--- config.mk ---
export PLATFORM = sky130hd
export DESIGN_NAME = fp_unpack_pipe
export DESIGN_NICKNAME = d
export VERILOG_FILES = /design/src/rtl/fp_unpack_pipe.sv
export SDC_FILE = /design/constraint.sdc
export NUM_CORES = 1
export LEC_CHECK = 0
export CAP_MARGIN = 20
export CORE_MARGIN = 2
export CORE_UTILIZATION = 31
export CTS_CLUSTER_DIAMETER = 30
export DETAILED_ROUTE_END_ITERATION = 16
export GPL_TIMING_DRIVEN = 0
export PLACE_DENSITY = 0.56
export SLEW_MARGIN = 20
export SYNTH_ARGS = -nofsm -noshare
export SYNTH_HDL_FRONTEND = slang
export SYNTH_SLANG_ARGS = --single-unit
export TNS_END_PERCENT = 30
--- constraint.sdc ---
create_clock -name clk -period 5.91 [get_ports clk]
set_input_delay 1.773 -clock clk [delete_from_list [all_inputs] [get_ports clk]]
set_output_delay 1.773 -clock clk [all_outputs]
set_load 0.1 [all_outputs]
--- src/rtl/fp_unpack_pipe.sv ---
// Two-stage IEEE-754 unpacker: sign, unbiased exponent, normalised significand.
// Classifies operands one-hot and keeps a saturating sNaN count.
module fp_unpack_pipe #(
  parameter int EXP_W = 8,
  parameter int MAN_W = 23,
  parameter int CNT_W = 16
) (
  input  logic                   clk,
  input  logic                   rst_n,
  input  logic                   in_valid,
  output logic                   in_ready,
  input  logic [EXP_W+MAN_W:0]   in_data,
  output logic                   out_valid,
  input  logic                   out_ready,
  output logic                   out_sign,
  output logic [EXP_W+1:0]       out_exp,
  output logic [MAN_W:0]         out_sig,
  output logic [5:0]             out_class,
  output logic [CNT_W-1:0]       snan_cnt,
  input  logic                   cnt_clr
);

  localparam int EW   = EXP_W + 2;
  localparam int LZ_W = $clog2(MAN_W + 1);

  localparam logic [EW-1:0] BIAS_V = EW'(2**(EXP_W-1) - 1);
  localparam logic [EW-1:0] EMAX_V = EW'(2**(EXP_W-1));

  typedef struct packed {
    logic             sgn;
    logic [EXP_W-1:0] e;
    logic [MAN_W-1:0] m;
    logic [5:0]       cls;
    logic [LZ_W-1:0]  lz;
  } s1_t;

  logic             w_sgn;
  logic [EXP_W-1:0] w_e;
  logic [MAN_W-1:0] w_m;
  logic             w_e_zero;
  logic             w_e_max;
  logic             w_m_zero;
  logic [5:0]       w_cls;
  logic [LZ_W-1:0]  w_lz;
  logic             w_s2_adv;
  logic             w_in_fire;
  logic [MAN_W-1:0] w_shf;
  logic [EW-1:0]    w_exp;
  logic [MAN_W:0]   w_sig;

  logic r_s1_vld;
  s1_t  r_s1;
  logic r_s2_vld;

  assign w_sgn    = in_data[EXP_W+MAN_W];
  assign w_e      = in_data[EXP_W+MAN_W-1:MAN_W];
  assign w_m      = in_data[MAN_W-1:0];
  assign w_e_zero = ~|w_e;
  assign w_e_max  = &w_e;
  assign w_m_zero = ~|w_m;

  assign w_s2_adv  = !r_s2_vld || out_ready;
  assign in_ready  = !r_s1_vld || w_s2_adv;
  assign w_in_fire = in_valid && in_ready;
  assign out_valid = r_s2_vld;

  always_comb begin
    w_cls = '0;
    unique case (1'b1)
      w_e_zero && w_m_zero:                w_cls[0] = 1'b1;
      w_e_zero && !w_m_zero:               w_cls[2] = 1'b1;
      w_e_max && w_m_zero:                 w_cls[3] = 1'b1;
      w_e_max && w_m[MAN_W-1]:             w_cls[4] = 1'b1;
      w_e_max && !w_m_zero && !w_m[MAN_W-1]: w_cls[5] = 1'b1;
      default:                             w_cls[1] = 1'b1;
    endcase
  end

  // Last hit wins, so the most significant set bit sets the count.
  always_comb begin
    w_lz = LZ_W'(MAN_W);
    for (int i = 0; i < MAN_W; i++) begin
      if (w_m[i]) w_lz = LZ_W'(MAN_W - 1 - i);
    end
  end

  always_ff @(posedge clk or negedge rst_n) begin
    if (!rst_n) begin
      r_s1_vld <= 1'b0;
      r_s1     <= '{sgn: 1'b0, e: '0, m: '0, cls: 6'b000001, lz: '0};
    end else if (in_ready) begin
      r_s1_vld <= in_valid;
      if (in_valid) begin
        r_s1 <= '{sgn: w_sgn, e: w_e, m: w_m, cls: w_cls, lz: w_lz};
      end
    end
  end

  // Shift out the leading one of a subnormal fraction.
  assign w_shf = (r_s1.m << r_s1.lz) << 1;

  always_comb begin
    w_exp = {2'b00, r_s1.e} - BIAS_V;
    w_sig = {1'b1, r_s1.m};
    unique case (1'b1)
      r_s1.cls[0]: begin
        w_exp = '0;
        w_sig = '0;
      end
      r_s1.cls[2]: begin
        w_exp = '0 - BIAS_V - {{(EW-LZ_W){1'b0}}, r_s1.lz};
        w_sig = {1'b1, w_shf};
      end
      r_s1.cls[3]: begin
        w_exp = EMAX_V;
        w_sig = {1'b1, {MAN_W{1'b0}}};
      end
      r_s1.cls[4] || r_s1.cls[5]: begin
        w_exp = EMAX_V;
      end
      default: begin
      end
    endcase
  end

  always_ff @(posedge clk or negedge rst_n) begin
    if (!rst_n) begin
      r_s2_vld  <= 1'b0;
      out_sign  <= 1'b0;
      out_exp   <= '0;
      out_sig   <= '0;
      out_class <= 6'b000001;
    end else if (w_s2_adv) begin
      r_s2_vld <= r_s1_vld;
      if (r_s1_vld) begin
        out_sign  <= r_s1.sgn;
        out_exp   <= w_exp;
        out_sig   <= w_sig;
        out_class <= r_s1.cls;
      end
    end
  end

  always_ff @(posedge clk or negedge rst_n) begin
    if (!rst_n) begin
      snan_cnt <= '0;
    end else if (cnt_clr) begin
      snan_cnt <= '0;
    end else if (w_in_fire && w_cls[5] && (snan_cnt != '1)) begin
      snan_cnt <= snan_cnt + CNT_W'(1);
    end
  end

endmodule

# Word-level counts from Yosys, hierarchy flattened
# Cells that the tools add are included.
# Widths: inputs -> output; s select.
# word_totals
reg_bits	102
mem_bits_ro	0
mem_bits_rw	0
latchBits	0
n_memories	0
# classes
mul	0
shift	1
reduce_logical	25
n_bitwise	0
muxes	33
n_addsub	3
magnitude_cmp	0
n_div	0
n_eq_ne	1
# ops
op	n
$mux 5	22
$pmux 24 s3	1
$mux 16	2
$pmux 10 s3	1
$reduce_or 23->1	1
$shl 23x5->22	1
$add 16x1->16 const B	1
$ne 16x16->1 const B	1
$logic_and 1x1->1	9
$sub 8x6->9 const A	1
$sub 8x7->9 const B	1
$reduce_and 8->1	1
$reduce_or 8->1	1
$mux 1	7
$logic_not 1->1	5
$reduce_or 5->1	1
$reduce_and 2->1	2
$logic_or 1x1->1	3
$reduce_bool 2->1	1
$reduce_or 2->1	1

# Depth between registers and ports, before layout
# depth
word_depth	23
depth_mapped	9

# Least setup slack after synthesis
# No wires, ideal clock.
# synth_path
path_kind	in2out
startpoint	input port out_ready
endpoint	output port in_ready
path_buffers	0
arrival_ns	2.620
path_slack_ns	1.517
path_stages	1
path_cell_list	nand3b_1
# synth_via
elab_chain_cells	2
# synth_lines
element	line	text
start, declared	14	input logic out_ready,
$logic_or 1x1->1	62	assign w_s2_adv = !r_s2_vld || out_ready;
$logic_or 1x1->1	63	assign in_ready = !r_s1_vld || w_s2_adv;
end, declared	11	output logic in_ready,
# No other way between the ends.

# Worst setup path after layout
# Ends and elaborated chain as after synthesis.

==> impl_results.rst <==
.. list-table::
   :header-rows: 1

   * - Metric
     - Value
   * - Run status
     - finished with violations
   * - Violated checks
     - design-rule violations
   * - Number of buffers and inverters on the critical path
     - 2
   * - Critical register-to-register path endpoint
     - out_sig[13]$_DFFE_PN0P_
   * - Final number of setup-violating endpoints
     - 0
   * - Clock buffers created by TritonCTS
     - 9
   * - Max stage delay cell, worst path
     - clkdlybuf4s50_1
   * - Height of the die
     - approximately 140 um
   * - Final hold violation count
     - 0
   * - Max Cap Viol
     - 0
   * - Leakage power summed over all cells
     - about 2.9 nW
   * - Slowest stage delay, CP
     - roughly 1.2 ns
   * - Detailed Route Iter0 Violations
     - 393
   * - Total cell area at the placement stage
     - roughly 7000 um2
   * - CP Capture Type
     - primary output
   * - First-pass GRT wire length
     - 28990 um
   * - Clock latency of the later-clocked register in the worst-skew pair
     - ~0.36 ns
   * - Half-perimeter wire length of the detailed placement result
     - about 14000 um
   * - Maximum number of pins on one net before global-route repair
     - 65
   * - Element type at the critical path start
     - primary input
   * - Type of the worst min-delay path
     - reg2reg
   * - Master cell of the clock root buffer
     - clkbuf_16
   * - Port-buffer cells
     - between 90 and 100
   * - Die area
     - roughly 20000 um2
   * - Top delay family on crit path
     - buffers and inverters
   * - Grt ovf
     - 0
   * - Pins over their slew limit
     - 0
   * - Level count of the clock H-tree
     - 3
   * - Number of non-filler instances in the completed layout
     - approximately 910
   * - Vias after detailed routing
     - ~5000
   * - Crit path DAT
     - 3.60 ns
   * - WS Path Type
     - in2out
   * - Fraction of registers with async set/reset
     - 1.000
   * - Data required, critical path
     - roughly 4.1 ns
   * - DR WL met2
     - just over 8000 um
   * - ANT nets after route
     - 0
   * - Worst Hold Depth
     - 2
   * - Via count of the first global-routing pass
     - around 5000
   * - Row count
     - 49
   * - Total wire length after detailed routing
     - 18210 um
   * - Power per cell area
     - 330.3 nW/um2
   * - RSZ-0062 raised after global routing
     - no
   * - Wire per inst
     - 19.99 um
   * - Endpoint with the worst hold slack
     - out_class[0]$_DFFE_PN1P_
   * - Netlist area before placement
     - 5736 um2
   * - Synthesized Nets
     - a little over 600
   * - Nets
     - approximately 720
   * - Resize count post-CTS
     - 0
   * - Number of synthesized register bits
     - roughly 100
   * - Worst IR Drop VDD
     - between 0.1 and 0.15 mV
   * - Global placer's final weighted congestion
     - between 0.9 and 1
   * - Measured slew at the worst slew-check pin
     - between 1 and 1.5 ns
   * - Sequential fraction of the synthesis area
     - 0.4411
   * - Combined global-route utilization of all metal layers
     - 0.1888
   * - TritonCTS clock tree
     - done
   * - Floorplan core area
     - roughly 18000 um2
   * - Launch instance of the worst register-to-register path
     - r_s1[0]$_DFFE_PN0P_
   * - Most used cell, CP
     - clkdlybuf4s50_1
   * - Uppermost metal layer occupied by signal nets
     - met4
   * - Routed metal-1 wirelength
     - 8587 um
   * - Sequence of cells on the critical path
     - clkdlybuf4s50_1 > nand3b_1 > clkdlybuf4s50_1
   * - Share of final-layout standard cells stronger than drive strength 1
     - 0.1554
   * - Register clock-pin slew on the reported worst setup and hold paths
     - approximately 0.070 ns
   * - Number of search-and-repair iterations in the first detailed-routing pass
     - 13
   * - Ports placed on the boundary
     - 96
   * - Commonest non-fill, non-tap cells in the layout
     - 99 x dfrtp_1, 93 x clkdlybuf4s50_1, 73 x nand2_1
   * - DRC violation count after routing
     - 7
   * - Number of cells on the worst reg-to-reg path
     - 8
   * - Number of distinct library cells after synthesis
     - 69
   * - Final worst path period share
     - 0.9091
   * - Total setup buffers inserted after CTS
     - 0
   * - Max-slew headroom
     - 0.2846
   * - Hold path startpoint
     - out_class[0]$_DFFE_PN1P_
   * - Cell Count Post-Placement
     - 895
   * - Area added between synthesis and finish
     - 27.07%
   * - Clock Skew
     - roughly 0.015 ns
   * - Warnings from Yosys
     - 0
   * - Initial antenna violation count
     - 0
   * - PnR Total Power
     - 0.002408 W
   * - Time the final worst path needs with I/O delays and setup
     - about 5.4 ns
   * - Syn Inst Count
     - between 500 and 600
   * - Count of cell instances traversed by the critical path
     - 3
   * - Met3 WL post-DR
     - ~1000 um
   * - Max Fanout on Critical Path
     - 5
   * - Highest Clock Rate
     - roughly 190 MHz
   * - Clock Path Buffers
     - 2
   * - Clock sink count
     - around 100
   * - Ant diodes
     - 0
   * - Setup slack on the worst flop-to-flop path
     - between 3 and 4 ns
   * - Number of buffers added to fix hold violations after cts
     - 0
   * - Number of flops mapped to enable cells by yosys
     - 0
   * - Avg Vias per Cell
     - ~5.5
   * - Syn_area_per_cell
     - 10.04 um2
   * - Initial cell density of the core
     - 0.3171
   * - Die outline width
     - roughly 140 um
   * - Most common cell after layout, fill and taps aside
     - dfrtp_1
   * - Top_reg_cell synth
     - dfrtp_1
   * - Final Cell Area
     - 7288 um2
## through the flow
step / setup slack, ns / hold WS, ns / utilization / setup TNS, ns
2_1_floorplan: 1.517 / 0.4386 / - / 0
5_1_grt: 0.4864 / 0.4917 / 0.4030 / 0
4_1_cts: 0.5249 / 0.4655 / 0.4030 / 0
3_3_place_gp: -0.7881 / 0.4536 / 0.3850 / -77.44
3_5_place_dp: 0.5281 / 0.4537 / 0.3866 / 0
6_report: 0.5374 / 0.4653 / 0.4030 / 0
## cell usage after synthesis (4+ instances only)
cell type / instances / area [um2]
and2_1: 5 / 31.28
a21oi_2: 6 / 52.55
o21ai_0: 30 / 150.1
nor2_1: 54 / 202.7
nand3_1: 10 / 50.05
inv_1: 13 / 48.80
a221oi_1: 13 / 113.9
a31oi_1: 11 / 68.82
buf_6: 4 / 45.04
xnor2_1: 5 / 43.79
nor3_1: 9 / 45.04
a2111oi_0: 4 / 35.03
clkbuf_1: 20 / 75.07
mux2i_1: 9 / 90.09
mux2_2: 29 / 326.6
nor4_1: 8 / 50.05
dfrtp_1: 99 / 2477
o31ai_1: 9 / 67.56
buf_2: 6 / 30.03
or4_2: 8 / 70.07
nand4_1: 6 / 37.54
a21oi_1: 21 / 105.1
nor2b_1: 10 / 62.56
nand2_1: 73 / 274.0
mux4_2: 16 / 360.4
buf_1: 6 / 22.52
and3_1: 7 / 43.79
a22o_1: 4 / 35.03
## state kept, by name (all words and copies together), names as in the netlist
signal     flops
out_class      6
out_exp        9
out_sig       24
out_sign       1
out_valid      1
r_s1          43
r_s1_vld       1
snan_cnt      16
## logic make-up (layout without fill, tap and decap cells)
logic type | after synthesis | count (layout) | synth area share
and+or+nand+nor | 216 | 216 | 0.1918
AOI/OAI and AO/OA | 135 | 135 | 0.1647
DFF | 101 | 101 | 0.4411
muxes | 57 | 57 | 0.1433
buffers and inverters | 52 | 163 | 0.04188
xor gates and xnor gates | 7 | 7 | 0.01069
adders and majority gates | 3 | 3 | 0.006545
## per-layer routing
metal,vias to the layer above,track usage
li1,2346,-
met1,2476,0.2705
met2,189,0.2917
met3,32,0.02735
met4,0,0.06964
met5,-,0
## worst max-delay path by stage
| stage | from | end | slack, ns |
|---|---|---|---|
| after floorplan | out_ready | in_ready | 1.52 |
| after global placement | rst_n | out_exp[0]$_DFFE_PN0P_ | -0.79 |
| after detailed placement | out_ready | in_ready | 0.53 |
| after CTS | out_ready | in_ready | 0.52 |
| after global routing | out_ready | in_ready | 0.49 |
| final | out_ready | in_ready | 0.54 |
## layout make-up
cell class	count	area, um2
repair buffers	95	969.7
fillers	1771	10800
inverters	14	52.55
clock inverters	3	46.29
flip-flops and latches	101	2530
plain buffers	38	187.7
well taps	229	286.5
multi-input cells	418	2965
clock buffers	13	250.2
## where the power goes
| part | switching [W] | internal, W |
|---|---|---|
| sequential | 0.0000894 | 0.000778 |
| clock | 0.000267 | 0.000342 |
| combinational | 0.000653 | 0.000279 |
## worst min-delay path: cells and delay by family, from the launching register on
family           cells  cell delay [ns]
flip-flops           1             0.37
AND/OR/NAND/NOR      2             0.10
Note: power is estimated with default switching activity, not from simulation.
